[config.mk]
export PLATFORM = sky130hd
export DESIGN_NAME = run_ctrl
export DESIGN_NICKNAME = d
export VERILOG_FILES = /design/src/rtl/run_ctrl.sv
export SDC_FILE = /design/constraint.sdc
export NUM_CORES = 1
export LEC_CHECK = 0
export ABC_AREA = 0
export CORE_MARGIN = 5
export CORE_UTILIZATION = 31
export CTS_CLUSTER_DIAMETER = 200
export DETAILED_ROUTE_END_ITERATION = 6
export PLACE_DENSITY_LB_ADDON = 0.1
export SYNTH_ARGS = -nofsm -noshare
export SYNTH_HDL_FRONTEND = slang
export SYNTH_SLANG_ARGS = --single-unit
[constraint.sdc]
create_clock -name clk -period 4.3 [get_ports clk]
set_input_delay 0.86 -clock clk [delete_from_list [all_inputs] [get_ports clk]]
set_output_delay 0.86 -clock clk [all_outputs]
set_load 0.02 [all_outputs]
[src/rtl/run_ctrl.sv]
// run_ctrl: sequences load, core reset, run and result unload around a processor core
module run_ctrl #(
  parameter logic [7:0]  LOAD_BASE = 8'd0,
  parameter logic [7:0]  RES_BASE  = 8'd64,
  parameter logic [7:0]  RES_LEN   = 8'd32,
  parameter logic [3:0]  RST_CYC   = 4'd2,
  parameter logic [15:0] TIMEOUT   = 16'hFFFF
) (
  input  logic        clk,
  input  logic        reset,
  input  logic        start,
  input  logic        ld_valid,
  output logic        ld_ready,
  input  logic [7:0]  ld_data,
  input  logic        ld_last,
  output logic        out_valid,
  input  logic        out_ready,
  output logic [7:0]  out_data,
  output logic        core_reset,
  input  logic        core_done,
  output logic        mem_sel,
  output logic        mem_wr_en,
  output logic [7:0]  mem_addr,
  output logic [7:0]  mem_wr_data,
  input  logic [7:0]  mem_rd_data,
  output logic        busy,
  output logic        fin,
  output logic        timed_out,
  output logic [15:0] run_cycles
);
  typedef enum logic [2:0] {IDLE, LOAD, CRST, RUN, UNLOAD, FIN} state_t;
  state_t      state_q, state_d;
  logic [7:0]  ptr_q, ptr_d, cnt_q, cnt_d;
  logic [15:0] cyc_q, cyc_d, cyc_inc;
  logic        to_q, to_d;
  assign cyc_inc     = (cyc_q == 16'hFFFF) ? cyc_q : cyc_q + 16'd1;
  assign busy        = state_q != IDLE;
  assign fin         = state_q == FIN;
  assign ld_ready    = state_q == LOAD;
  assign out_valid   = state_q == UNLOAD;
  assign core_reset  = state_q == IDLE || state_q == LOAD || state_q == CRST;
  assign mem_sel     = state_q != RUN;
  assign mem_wr_en   = ld_ready && ld_valid;
  assign mem_addr    = ptr_q;
  assign mem_wr_data = ld_data;
  assign out_data    = mem_rd_data;
  assign timed_out   = to_q;
  assign run_cycles  = cyc_q;
  // phase sequencing; cnt doubles as the core-reset countdown and the unload byte count
  always_comb begin
    state_d = state_q;
    ptr_d   = ptr_q;
    cnt_d   = cnt_q;
    cyc_d   = cyc_q;
    to_d    = to_q;
    case (state_q)
      IDLE: if (start) begin
        state_d = LOAD;
        ptr_d   = LOAD_BASE;
        cyc_d   = '0;
        to_d    = 1'b0;
      end
      LOAD: if (ld_valid) begin
        ptr_d = ptr_q + 8'd1;
        if (ld_last) begin
          state_d = CRST;
          cnt_d   = {4'd0, RST_CYC};
        end
      end
      CRST: begin
        cnt_d   = cnt_q - 8'd1;
        state_d = (cnt_q == 8'd1) ? RUN : CRST;
      end
      RUN: begin
        cyc_d = cyc_inc;
        if (core_done || cyc_inc == TIMEOUT) begin
          state_d = UNLOAD;
          ptr_d   = RES_BASE;
          cnt_d   = RES_LEN;
          to_d    = !core_done;
        end
      end
      UNLOAD: if (out_ready) begin
        ptr_d   = ptr_q + 8'd1;
        cnt_d   = cnt_q - 8'd1;
        state_d = (cnt_q == 8'd1) ? FIN : UNLOAD;
      end
      FIN: state_d = IDLE;
      default: state_d = IDLE;
    endcase
  end
  // state registers, cleared asynchronously so an in-flight run is abandoned at once
  always_ff @(posedge clk or negedge reset) begin
    if (!reset) begin
      state_q <= IDLE;
      ptr_q   <= '0;
      cnt_q   <= '0;
      cyc_q   <= '0;
      to_q    <= 1'b0;
    end else begin
      state_q <= state_d;
      ptr_q   <= ptr_d;
      cnt_q   <= cnt_d;
      cyc_q   <= cyc_d;
      to_q    <= to_d;
    end
  end
endmodule

==> qor.csv <==
stage,metric,value,unit
synthesis,Synth Instances,331,
detailed_routing,first drt pass iteration count,4,
sta,Max-Slew Margin vs Limit,43.5,%
synthesis,net count after synthesis,358,
clock_tree,clk slew on worst S/H paths,0.09,ns
min_path,worst hold path class,reg -> reg,
synthesis,Post-Synth XOR/XNOR Area,0.333,%
global_route,largest net degree at the start of global routing,37,
placement,Placement Cell Area,2960,µm²
min_path,Hold Path Depth,1,
worst_setup_path,CP Capture Type,register,
pwr,Int Pwr,0.000898,W
sta,Fin. Hold Viols,0,
pwr,Switch Pwr,0.000736,W
synthesis,Ys Warns,0,
sta,Clock Skew,0.0147,ns
global_route,grt total ovfl,0,
detailed_routing,DRC errors left,0,
floorplan,I/O pin total,71,
layout,fin nets,372,
clock_tree,post_cts resized,0,
synthesis,Synth top area share,34.2,%
clock_tree,CTS Sinks,36,
global_route,global-route wire length before repair,12.1,mm
clock_tree,H-tree levels,2,
detailed_routing,Final ANT Viol Nets,0,
synthesis,fraction of the mapped netlist area in adder cells,2.28,%
synthesis,largest family of logic cells by synthesized area,compound AO/OA/AOI/OAI gates,
global_route,GRT Util Overall,14.6,%
synthesis,Cell variety after synth,61,
pwr,P per Cell Area,531,nW/µm²
clock_tree,Setup Buffers After CTS,0,
placement,Final HPWL DP,5.42,mm
synthesis,ys flop type,dfrtp_1,
global_route,vias in the first global route,2360,
clock_tree,CTS tree,yes,
synthesis,post-synthesis mux area share,0.808,%
synthesis,synthesized area per cell,7.95,µm²
sta,final setup TNS,0,ns
pwr,Peak VDD IR,0.184,mV
worst_setup_path,critical path arrival,3.32,ns
sta,final setup vio count,0,
sta,worst-margin pin slew,0.847,ns
floorplan,Core Region,8260,µm²
clock_tree,Root Buffer,clkbuf_8,
layout,final instance area,3080,µm²
worst_setup_path,CP Data Required Time,4.49,ns
synthesis,simple-gate share of the synthesized area,26.5,%
sta,Final min period,3.13,ns
detailed_routing,Initial DRC Count,80,
worst_setup_path,Reg2Reg Depth,8,
worst_setup_path,worst-path fanout max,11,
sta,"Slew Viols, Final",0,
synthesis,share of flip-flops with an asynchronous set or reset,100,%
pwr,Clk pwr share,18.8,%
synthesis,commonest cells in the netlist,"dfrtp_1 (36), nand2_1 (33), nor2_1 (33)",
clock_tree,"Hold-fix buffers, CTS",0,
clock_tree,Skew-Pair Late Insertion Delay,0.29,ns
pwr,leak pwr,1.18,nW
clock_tree,CTS buffer count,5,
worst_setup_path,Setup CP Type,reg -> reg,
layout,"Area growth, synth to finish",16.8,%
synthesis,post-synthesis sequential area ratio,34.2,%
floorplan,initial core utilization,31.9,%
detailed_routing,DR WL/cell,16.5,µm
synthesis,"area leader, netlist",dfrtp_1,
layout,layout cells sized above 1,7.23,%
layout,n_diodes,0,
worst_setup_path,CP startpoint kind,register,
detailed_routing,DR vias,2518,
global_route,antenna violations before repair,0,
layout,fillers,874,
synthesis,"flops & latches, synth",36,
outcome,status,finished clean,
detailed_routing,final wirelength,7.46,mm
synthesis,Post-synth EDFFs,0,
detailed_routing,routed vias/inst,5.58,
synthesis,Post-Synthesis Cell Area,2630,µm²
job,Max Cap Viol,0,
placement,Routability Congestion,0.811,
clock_tree,clock buffer depth,2,
pwr,sequential cell fraction of total power,31.7,%
placement,Port Buffers,38,
floorplan,die width,102,µm
sta,fmax,319,MHz
sta,fin crit share,72.9,%
sta,unrepaired setup endpoints after global routing,false,
pwr,sw frac,45.0,%
floorplan,die area,10400,µm²
floorplan,Row Count,33,
pwr,Logic pwr share,49.5,%
synthesis,post-synthesis compound-gate area fraction,26.9,%
synthesis,"count leader, synth",dfrtp_1,
synthesis,"top cells by area, synth","dfrtp_1 (34%), a21oi_1 (5.1%), nand2_1 (4.7%)",
floorplan,die height,102,µm
[path summary, 6_finish.rpt]
kind | from | end | slack, ns
setup / recovery | run_cycles[0] | cnt_q[6] | 1.17
hold / removal | mem_addr[0] | mem_addr[0] | 0.53
setup reg to reg | run_cycles[0] | cnt_q[6] | 1.17
hold reg to reg | mem_addr[0] | mem_addr[0] | 0.53
max in group asynchronous | reset | cnt_q[4] | 3.09
min in group asynchronous | reset | mem_addr[2] | 0.66
[area by class of cell]
cell class | count | area [µm²] | share of cell area (%)
timing repair buffer | 41 | 398 | 12.9
clock buffer | 5 | 68.8 | 2.24
tap | 105 | 131 | 4.27
inverter | 10 | 37.5 | 1.22
sequential | 36 | 901 | 29.3
multi-input combinational | 251 | 1500 | 48.7
clock inverter | 3 | 42.5 | 1.38
[per-stage QoR]
| stage | utilization [%] | total power, W | setup slack [ns] | hold WS [ns] | instances |
|---|---|---|---|---|---|
| after global routing | 37.2 | 0.00176 | 0.944 | 0.587 | 451 |
| after global placement | 35.9 | 0.00134 | 1.11 | 0.538 | 443 |
| after floorplan | - | 0.00108 | 1.52 | 0.495 | 331 |
| final | 37.2 | 0.00163 | 1.17 | 0.534 | 451 |
| after CTS | 37.2 | 0.00165 | 1.20 | 0.548 | 451 |
| after detailed placement | 35.9 | 0.00134 | 1.09 | 0.536 | 443 |
[per-layer routing]
metal	vias up	wire length [µm]	GRT usage [%]
li1	1239	-	-
met5	-	0	0
met4	0	69	3.43
met3	7	436	2.46
met2	73	3480	24.1
met1	1199	3470	19.9
[critical path, cell delays in order, from the launching register on]
cell and delay, ns:
dfrtp_1 0.46, ha_1 0.37, nand4_1 0.35, nor4_1 0.42
o21ai_1 0.16, a2111oi_4 0.37, nand2_1 0.33, a221o_1 0.39
a22o_1 0.17
[power groups by stage]
stage | Combinational [W] | Sequential [W] | Clock [W]
3_3_place_gp | 0.000819 | 0.000525 | 0
6_report | 0.000809 | 0.000518 | 0.000307
2_1_floorplan | 0.000585 | 0.000494 | 0
5_1_grt | 0.000891 | 0.000534 | 0.000331
4_1_cts | 0.000815 | 0.000518 | 0.000319
3_5_place_dp | 0.000812 | 0.000524 | 0
[cells by family after synthesis]
logic type      Yosys count
simple gates            134
compound gates          109
buf+inv                  44
flops                    36
fa+ha+maj                 5
mux                       2
xor+xnor                  1
[registers in the layout, indices dropped and copies added, names as in the netlist]
register    count
state_q         3
mem_addr        8
timed_out       1
run_cycles     16
cnt_q           8
[layout by cell type (no fill, tap or decap), types with 4 or more instances in the layout]
master,synthesis,final
a31oi_1,8,8
o22ai_1,5,5
nor4_1,4,4
nor3_1,5,5
clkdlybuf4s50_1,0,37
nand2_1,33,33
nand2b_1,4,4
o21ai_1,20,20
ha_1,4,4
nor2_1,33,33
clkbuf_8,0,5
a21o_1,5,5
o21ai_0,12,12
inv_1,6,6
and2_1,4,4
dfrtp_1,36,36
nand3_1,19,19
inv_2,4,4
a21oi_1,27,27
nand4_1,9,9
and3_1,4,4
o21a_1,4,4
Note: power is estimated with default switching activity, not from simulation.
